**config.mk**
```make
export PLATFORM = sky130hd
export DESIGN_NAME = lsu_ctrl
export DESIGN_NICKNAME = d
export VERILOG_FILES = /design/src/rtl/lsu_ctrl.sv
export SDC_FILE = /design/constraint.sdc
export NUM_CORES = 1
export LEC_CHECK = 0
export ABC_AREA = 1
export CAP_MARGIN = 20
export CORE_MARGIN = 2
export CORE_UTILIZATION = 51
export CTS_BUF_LIST = sky130_fd_sc_hd__clkbuf_2
export DETAILED_ROUTE_END_ITERATION = 8
export MAX_ROUTING_LAYER = met4
export PLACE_DENSITY = 0.88
export SETUP_SLACK_MARGIN = 0.1
export SKIP_LAST_GASP = 1
export SLEW_MARGIN = 0
export SYNTH_ARGS = -nofsm -noshare
export SYNTH_HDL_FRONTEND = slang
export SYNTH_SLANG_ARGS = --single-unit
```
**constraint.sdc**
```tcl
create_clock -name clock -period 4.4 [get_ports clock]
set_input_delay 0.88 -clock clock [delete_from_list [all_inputs] [get_ports clock]]
set_output_delay 0.88 -clock clock [all_outputs]
set_load 0.01 [all_outputs]
```
**src/rtl/lsu_ctrl.sv**
```systemverilog
// lsu_ctrl: sequences one load/store at a time onto the io_lsu bus, with lane steering and a response timeout.
// Optional LSU_MISALIGN_SPLIT_EN: beat-crossing misaligned accesses run as two bus beats instead of erroring.
module lsu_ctrl #(
  parameter int unsigned XLEN    = 32,
  parameter int unsigned TIMEOUT = 255
) (
  input  logic              clock,
  input  logic              reset,
  input  logic              req_valid,
  output logic              req_ready,
  input  logic              req_wen,
  input  logic [1:0]        req_size,
  input  logic              req_signed,
  input  logic [XLEN-1:0]   req_addr,
  input  logic [XLEN-1:0]   req_wdata,
  output logic              resp_valid,
  output logic [XLEN-1:0]   resp_rdata,
  output logic              resp_err,
  output logic              io_lsu_reqValid,
  output logic [XLEN-1:0]   io_lsu_addr,
  output logic [1:0]        io_lsu_size,
  output logic              io_lsu_wen,
  output logic [XLEN-1:0]   io_lsu_wdata,
  output logic [XLEN/8-1:0] io_lsu_wmask,
  input  logic              io_lsu_respValid,
  input  logic [XLEN-1:0]   io_lsu_rdata
);
  localparam int unsigned NB = XLEN / 8;
  localparam int unsigned LB = $clog2(NB);
  localparam int unsigned CW = (TIMEOUT > 1) ? $clog2(TIMEOUT) : 1;
  localparam logic [CW-1:0] TO_LAST = CW'((TIMEOUT == 0) ? 0 : TIMEOUT - 1);

  typedef enum logic [2:0] {S_IDLE, S_REQ, S_WAIT, S_RESP, S_ERR} state_t;

  state_t          state;
  logic [CW-1:0]   cnt;
  logic [LB-1:0]   off_q;
  logic [1:0]      size_q;
  logic            wen_q;
  logic            signed_q;

  // Request decode on the live inputs, used only in the accept cycle
  logic [LB-1:0]   req_off_c;
  logic [2:0]      amask_c;
  logic [7:0]      size_bytes_c;
  logic            illegal_c;
  logic            misal_c;
  logic            bad_c;
  logic [XLEN-1:0] lane_wdata_c;
  logic [NB-1:0]   lane_wmask_c;
  logic            more_beats_c;

  assign req_off_c = req_addr[LB-1:0];
  assign amask_c   = 3'((4'd1 << req_size) - 4'd1);
  assign misal_c   = |(req_addr[2:0] & amask_c);
  assign illegal_c = 32'(req_size) > LB;

  always_comb begin
    size_bytes_c = 8'h01;
    case (req_size)
      2'd0:    size_bytes_c = 8'h01;
      2'd1:    size_bytes_c = 8'h03;
      2'd2:    size_bytes_c = 8'h0F;
      default: size_bytes_c = 8'hFF;
    endcase
  end

`ifdef LSU_MISALIGN_SPLIT_EN
  logic            split_q;
  logic            second_q;
  logic [XLEN-1:0] lo_q;
  logic [XLEN-1:0] hi_wdata_q;
  logic [NB-1:0]   hi_wmask_q;
  logic            cross_c;
  logic [2*XLEN-1:0] wide_wdata_c;
  logic [2*NB-1:0]   wide_wmask_c;

  assign cross_c      = (32'(req_off_c) + (32'd1 << req_size)) > NB;
  assign bad_c        = illegal_c;
  assign wide_wdata_c = {XLEN'(0), req_wdata} << {req_off_c, 3'b000};
  assign wide_wmask_c = (2*NB)'(16'(size_bytes_c) << req_off_c);
  assign lane_wdata_c = wide_wdata_c[XLEN-1:0];
  assign lane_wmask_c = wide_wmask_c[NB-1:0];
  assign more_beats_c = split_q && !second_q;
`else
  assign bad_c        = illegal_c | misal_c;
  assign lane_wdata_c = req_wdata << {req_off_c, 3'b000};
  assign lane_wmask_c = NB'(16'(size_bytes_c) << req_off_c);
  assign more_beats_c = 1'b0;
`endif

  // Load extraction: shift the selected bytes down, then extend from the access width
  logic [XLEN-1:0] rd_shift_c;
  logic [XLEN-1:0] hi_mask_c;
  logic            sign_c;
  logic [XLEN-1:0] load_c;

`ifdef LSU_MISALIGN_SPLIT_EN
  assign rd_shift_c = XLEN'({second_q ? io_lsu_rdata : XLEN'(0),
                             second_q ? lo_q : io_lsu_rdata} >> {off_q, 3'b000});
`else
  assign rd_shift_c = io_lsu_rdata >> {off_q, 3'b000};
`endif
  assign hi_mask_c = {XLEN{1'b1}} << (7'd8 << size_q);

  always_comb begin
    sign_c = 1'b0;
    case (size_q)
      2'd0:    sign_c = rd_shift_c[7];
      2'd1:    sign_c = rd_shift_c[15];
      2'd2:    sign_c = rd_shift_c[31];
      default: sign_c = rd_shift_c[XLEN-1];
    endcase
    load_c = (rd_shift_c & ~hi_mask_c) | ((signed_q && sign_c) ? hi_mask_c : '0);
  end

  always_ff @(posedge clock or negedge reset) begin
    if (!reset) begin
      state           <= S_IDLE;
      cnt             <= '0;
      off_q           <= '0;
      size_q          <= '0;
      wen_q           <= 1'b0;
      signed_q        <= 1'b0;
      req_ready       <= 1'b1;
      resp_valid      <= 1'b0;
      resp_rdata      <= '0;
      resp_err        <= 1'b0;
      io_lsu_reqValid <= 1'b0;
      io_lsu_addr     <= '0;
      io_lsu_size     <= '0;
      io_lsu_wen      <= 1'b0;
      io_lsu_wdata    <= '0;
      io_lsu_wmask    <= '0;
`ifdef LSU_MISALIGN_SPLIT_EN
      split_q         <= 1'b0;
      second_q        <= 1'b0;
      lo_q            <= '0;
      hi_wdata_q      <= '0;
      hi_wmask_q      <= '0;
`endif
    end else begin
      io_lsu_reqValid <= 1'b0;
      resp_valid      <= 1'b0;
      case (state)
        S_IDLE: begin
          if (req_valid) begin
            req_ready <= 1'b0;
            off_q     <= req_off_c;
            size_q    <= req_size;
            wen_q     <= req_wen;
            signed_q  <= req_signed;
            if (bad_c) begin
              state      <= S_ERR;
              resp_valid <= 1'b1;
              resp_err   <= 1'b1;
              resp_rdata <= '0;
            end else begin
              state           <= S_REQ;
              io_lsu_reqValid <= 1'b1;
              io_lsu_addr     <= {req_addr[XLEN-1:LB], LB'(0)};
              io_lsu_size     <= 2'(LB);
              io_lsu_wen      <= req_wen;
              io_lsu_wdata    <= req_wen ? lane_wdata_c : '0;
              io_lsu_wmask    <= req_wen ? lane_wmask_c : '0;
`ifdef LSU_MISALIGN_SPLIT_EN
              split_q    <= cross_c;
              second_q   <= 1'b0;
              hi_wdata_q <= req_wen ? wide_wdata_c[2*XLEN-1:XLEN] : '0;
              hi_wmask_q <= req_wen ? wide_wmask_c[2*NB-1:NB] : '0;
`endif
            end
          end
        end
        // A response in the REQ cycle itself is taken (zero-wait bus)
        S_REQ, S_WAIT: begin
          if (io_lsu_respValid) begin
            cnt <= '0;
            if (more_beats_c) begin
`ifdef LSU_MISALIGN_SPLIT_EN
              state           <= S_REQ;
              second_q        <= 1'b1;
              lo_q            <= io_lsu_rdata;
              io_lsu_reqValid <= 1'b1;
              io_lsu_addr     <= io_lsu_addr + XLEN'(NB);
              io_lsu_wdata    <= hi_wdata_q;
              io_lsu_wmask    <= hi_wmask_q;
`endif
            end else begin
              state      <= S_RESP;
              resp_valid <= 1'b1;
              resp_err   <= 1'b0;
              resp_rdata <= wen_q ? '0 : load_c;
            end
          end else if ((state == S_WAIT) && (TIMEOUT != 0) && (cnt == TO_LAST)) begin
            cnt        <= '0;
            state      <= S_ERR;
            resp_valid <= 1'b1;
            resp_err   <= 1'b1;
            resp_rdata <= '0;
          end else begin
            if (state == S_WAIT) cnt <= cnt + CW'(1);
            state <= S_WAIT;
          end
        end
        S_RESP, S_ERR: begin
          state      <= S_IDLE;
          req_ready  <= 1'b1;
          resp_err   <= 1'b0;
          resp_rdata <= '0;
`ifdef LSU_MISALIGN_SPLIT_EN
          second_q   <= 1'b0;
          split_q    <= 1'b0;
`endif
        end
        default: begin
          state     <= S_IDLE;
          req_ready <= 1'b1;
        end
      endcase
    end
  end
endmodule

```
Yosys cells after proc, flatten, opt, wreduce, memory -nomap -nowiden
Index checks and enable logic that the tools add are counted.
{"block": "word_totals", "reg_bits": 121}
{"block": "op_classes", "add_sub_neg": 2, "order_cmp": 1, "n_eq_ne": 11, "shifts": 6, "mux": 34, "n_bitwise": 7, "reduce_logical": 15}
{"op": "$mux W32", "count": 7}
{"op": "$pmux W32 S3", "count": 1}
{"op": "$and A32 B32 Y32", "count": 1}
{"op": "$not A32 Y32", "count": 1}
{"op": "$or A32 B32 Y32", "count": 1}
{"op": "$shl A32 B5 Y32", "count": 1}
{"op": "$shl A32 B7 Y32 const A", "count": 1}
{"op": "$shr A32 B5 Y32", "count": 1}
{"op": "$mux W8", "count": 3}
{"op": "$pmux W8 S3", "count": 1}
{"op": "$mux W1", "count": 12}
{"op": "$mux W3", "count": 4}
{"op": "$add A8 B1 Y8 const B", "count": 1}
{"op": "$eq A8 B8 Y1 const B", "count": 1}
{"op": "$shl A8 B2 Y4", "count": 1}
{"op": "$shl A4 B2 Y7 const A", "count": 1}
{"op": "$eq A3 B2 Y1 const B", "count": 2}
{"op": "$pmux W1 S2", "count": 3}
{"op": "$pmux W3 S2", "count": 1}
{"op": "$reduce_and A2 Y1", "count": 3}
{"op": "$reduce_bool A3 Y1", "count": 2}
{"op": "$eq A2 B1 Y1 const B", "count": 2}
{"op": "$logic_not A2 Y1", "count": 2}
{"op": "$mux W4", "count": 1}
{"op": "18 further kinds", "count": 22}

Longest topological paths before layout
{"block": "depth", "ltp_word": 8, "depth_mapped": 10, "depth_no_buf": 10}

Worst setup path before layout
Ideal clock, no wire load.
{"block": "synth_timing", "path_kind": "in2reg", "from": "input req_addr[0]", "to": "register io_lsu_wen", "setup_time_ns": 0.120, "arrival_time_ns": 1.797, "required_time_ns": 4.280, "setup_slack_ns": 2.483, "stages": 9, "path_buffers": 3, "cell_sequence": "buf_4 nor2_8 nand2_2 nand2_4 nand3_2 buf_6 buf_6 nand2_1 nand2_1"}
{"block": "synth_between", "elab_chain_len": 5}
{"element": "start: declaration", "line_no": "14", "text": "input logic [XLEN-1:0] req_addr,"}
{"element": "$and A3 B3 Y3", "line_no": "55", "text": "assign misal_c = |(req_addr[2:0] & amask_c);"}
{"element": "$reduce_or A3 Y1", "line_no": "55"}
{"element": "$or A1 B1 Y1", "line_no": "86", "text": "assign bad_c = illegal_c | misal_c;"}
{"element": "$not A1 Y1 (no source line)"}
{"element": "$reduce_and A3 Y1 (no source line)"}
{"element": "end signal: assignment", "line_no": "163", "text": "io_lsu_wen <= req_wen;"}
{"element": "end: declaration", "line_no": "22", "text": "output logic io_lsu_wen,"}
Every way passes these cells.
A chain may end at the register's enable or synchronous reset.

Final worst setup path
{"block": "layout_timing", "from": "input req_addr[0]", "to": "register io_lsu_wmask[1]"}
{"block": "layout_between", "elab_chain_len": 5}
{"element": "$and A3 B3 Y3", "line_no": "55"}
{"element": "$reduce_or A3 Y1", "line_no": "55"}
{"element": "$or A1 B1 Y1", "line_no": "86"}
{"element": "$not A1 Y1 (no source line)"}
{"element": "$reduce_and A3 Y1 (no source line)"}
{"element": "end signal: assignment", "line_no": "165", "text": "io_lsu_wmask <= req_wen ? lane_wmask_c : '0;"}
{"element": "end: declaration", "line_no": "24", "text": "output logic [XLEN/8-1:0] io_lsu_wmask,"}
Parallel ways exist; a longest one is shown, timed or not.

==> flow_summary_export.csv <==
group,metric,value,unit
cells_and_area,synthToLayoutAreaGrowth,37.7,%
cells_and_area,most-common-layout-cells,"372 x nand2_1, 206 x clkdlybuf4s50_1, 120 x dfrtp_1, 61 x o21ai_0, 42 x inv_1",
logic_synthesis,synth-seq-cells,121,
setup_path,crit_fanout,67,
detailed_routing,wl_per_cell,15.3,um
logic_synthesis,synthAdderAreaFrac,0.00404,
clock_tree,post_cts_resized,0,
place,numPortBuffers,207,
clock_tree,postCtsHoldBufs,0,
cells_and_area,design_area,0.00853,sq mm
timing,finalHoldViolCount,0,
logic_synthesis,syn_area,0.00619,sq mm
place,dpl_cell_area,0.00820,sq mm
setup_path,start_kind,"input pin",
die,die_w,114,um
power_and_ir_drop,p_leak,4.31,nW
timing,setup_tns,0,ns
timing,period_needed,2.78,ns
logic_synthesis,async_reset_ff_frac,1.00,
timing,setup_slack,1.62,ns
die,core-area,0.0119,sq mm
setup_path,critPathMostFrequentCell,"nand2_1",
power_and_ir_drop,ir_drop,0.336,mV
timing,rsz0062_at_grt,"false",
logic_synthesis,synth_compound_area_frac,0.101,
logic_synthesis,synth_seq_area_share,0.489,
grt,grt_pass1_vias,5791,
logic_synthesis,synth_top_area_share,0.485,
setup_path,critPathBufInv,3,
cells_and_area,nets,1110,
flow_run,cap_viol_max_count,0,
die,initial_utilization,0.520,
die,io_pins,211,
clock_tree,clkTransAtPathRegs,0.19,ns
logic_synthesis,synthMuxAreaShare,0.0129,
clock_tree,numCtsBuffers,17,
logic_synthesis,yosys.area.top_type,"dfrtp_1",
die,num_rows,40,
timing,slew_headroom,0.458,
clock_tree,insertion_delay,0.66,ns
detailed_routing,wl,17800,um
logic_synthesis,synth-main-ff-cell,"dfrtp_1",
place,pre_cts_ws,0.973,ns
logic_synthesis,yosys-top-cells-area,"dfrtp_1 48%, nand2_1 23%, o21ai_0 4.9%",
clock_tree,cts_root_buf,"clkbuf_2",
grt,grt_pass1_wl,28300,um
place,globalplace.congestion,0.958,
clock_tree,clock_path_buffers,2,
logic_synthesis,yosys.area_share.simple,0.307,
grt,track_usage,0.285,
setup_path,path_cells,"clkdlybuf4s50_1, inv_2, o21ai_2, nand2_4, nand3_2, buf_4, nand2_1, nand2_1",
grt,grt_start_max_net_pins,85,
timing,finalSetupViolations,0,
outcome,status,"finished clean",
detailed_routing,drt-initial-drc-count,590,
setup_path,cpPeakStageDelay,0.95,ns
die,fp.dieArea,0.0130,sq mm
logic_synthesis,synth_top_family_by_area,"simple AND/OR/NAND/NOR gates",
setup_path,endpoint_kind,"register",
detailed_routing,viasPerCell,5.25,
grt,overflow,0,
cells_and_area,drive_gt1_frac,0.0659,
timing,skew,0.0297,ns
setup_path,worstSetupPathType,"in2reg",
setup_path,worst_path_max_delay_cell,"clkdlybuf4s50_1",
timing,worstMarginPinSlew,0.814,ns
setup_path,cp.arrival,3.36,ns
logic_synthesis,synth_edf_count,0,
cells_and_area,final_common_cell,"nand2_1",
logic_synthesis,ys_warn_count,0,
detailed_routing,drt_pass1_iterations,5,
setup_path,worstPathRequired,4.98,ns
setup_path,critPathTopFamily,"buffers and inverters",
detailed_routing,num_vias,6122,
timing,finalCritPeriodShare,0.631,
logic_synthesis,synthXorXnorAreaFrac,0.00424,
clock_tree,clock_sinks,121,
timing,fmax,360,MHz
detailed_routing,drcViolationCount,0,
clock_tree,cts_setup_buffers,0,
detailed_routing,ant_nets,0,
clock_tree,cts_tree,"done",
die,die_h,114,um
logic_synthesis,syn_inst,812,
logic_synthesis,postSynthAreaPerCell,7.63,sq um
place,dpl.hpwl,12800,um
power_and_ir_drop,powerDensity,631,mW/mm^2
logic_synthesis,yosysUniqueCellTypes,35,
clock_tree,h-tree-depth,4,
grt,antenna_found_initial,1,
min_path,hp-class,"in2async",
timing,drv_slew,0,
-- cells by family after synthesis --
family,after synthesis
other,1
and+or+nand+nor,467
AOI/OAI and AO/OA,113
buffers and inverters,97
adders and majority gates,2
muxes,8
xor gates and xnor gates,3
DFF,121
-- layer usage --
| metal | GRT usage | share of wire | vias up |
|---|---|---|---|
| met2 | 0.462 | 0.49 | 309 |
| met1 | 0.349 | 0.40 | 2842 |
| met5 | - | 0 | - |
| li1 | - | - | 2944 |
| met3 | 0.0805 | 0.097 | 27 |
| met4 | 0.0862 | 0.018 | 0 |
-- per-stage QoR --
| stage | util | hold slack, ns | total power, mW | std cells |
|---|---|---|---|---|
| after floorplan | - | 0.443 | 3.30 | 814 |
| after global placement | 0.689 | 0.452 | 4.46 | 1131 |
| after detailed placement | 0.689 | 0.456 | 4.53 | 1131 |
| after CTS | 0.713 | 0.383 | 5.40 | 1163 |
| after global routing | 0.716 | 0.0567 | 5.76 | 1165 |
| final | 0.716 | 0.125 | 5.38 | 1165 |
-- worst register-to-register path: stages (launching register included) --
cell and delay [ns]:
dfrtp_1 0.91, inv_2 0.37, nand3_1 0.21, nand2_1 0.06, nand2_1 0.07, nand3_1 0.08, nand2_2 0.25, nand2_1 0.14
nand2_1 0.08
-- power by group --
group	switching, mW	total, mW	internal (mW)
Clock	0.429	0.860	0.431
Combinational	1.39	2.61	1.21
Sequential	0.336	1.91	1.58
Total	2.16	5.38	3.22
-- synth_stat cells (all sizes together) (3+ instances only) --
| master | n |
|---|---|
| buf | 34 |
| inv | 51 |
| nand2 | 379 |
| a21oi | 19 |
| mux2i | 8 |
| nand3 | 40 |
| o22ai | 8 |
| clkbuf | 9 |
| nor2 | 44 |
| o21bai | 8 |
| dfrtp | 120 |
| clkinv | 3 |
| xor2 | 3 |
| a22oi | 8 |
| o21ai | 68 |
-- state kept, by name, summed over array words and instances, names as in the netlist, 2 cells and up --
name and count:
io_lsu_wmask 4, io_lsu_addr 30, cnt 8, size_q 2, resp_rdata 32, off_q 2
io_lsu_wdata 32, state 3
-- path summary, 6_finish.rpt --
path | cells after the start | slack (ns) | to | start
max | 8 | 1.62 | io_lsu_wmask[1] | req_addr[0]
min | 1 | 0.12 | io_lsu_wdata[3] | reset
max reg2reg | 8 | 2.18 | resp_rdata[17] | off_q[1]
min reg2reg | 1 | 0.49 | io_lsu_size[1] | io_lsu_size[1]
max in group asynchronous | 3 | 3.31 | io_lsu_addr[7] | reset
min in group clock | 1 | 0.49 | io_lsu_size[1] | io_lsu_size[1]
-- final cells by class --
type | count | area [sq um]
multi-input combinational | 596 | 2670
tap | 147 | 184
inverter | 54 | 203
timing repair buffer | 214 | 2140
clock buffer | 19 | 95.1
antenna | 1 | 2.50
fill | 963 | 3380
clock inverter | 13 | 201
sequential | 121 | 3030
Note: power is estimated with default switching activity, not from simulation.
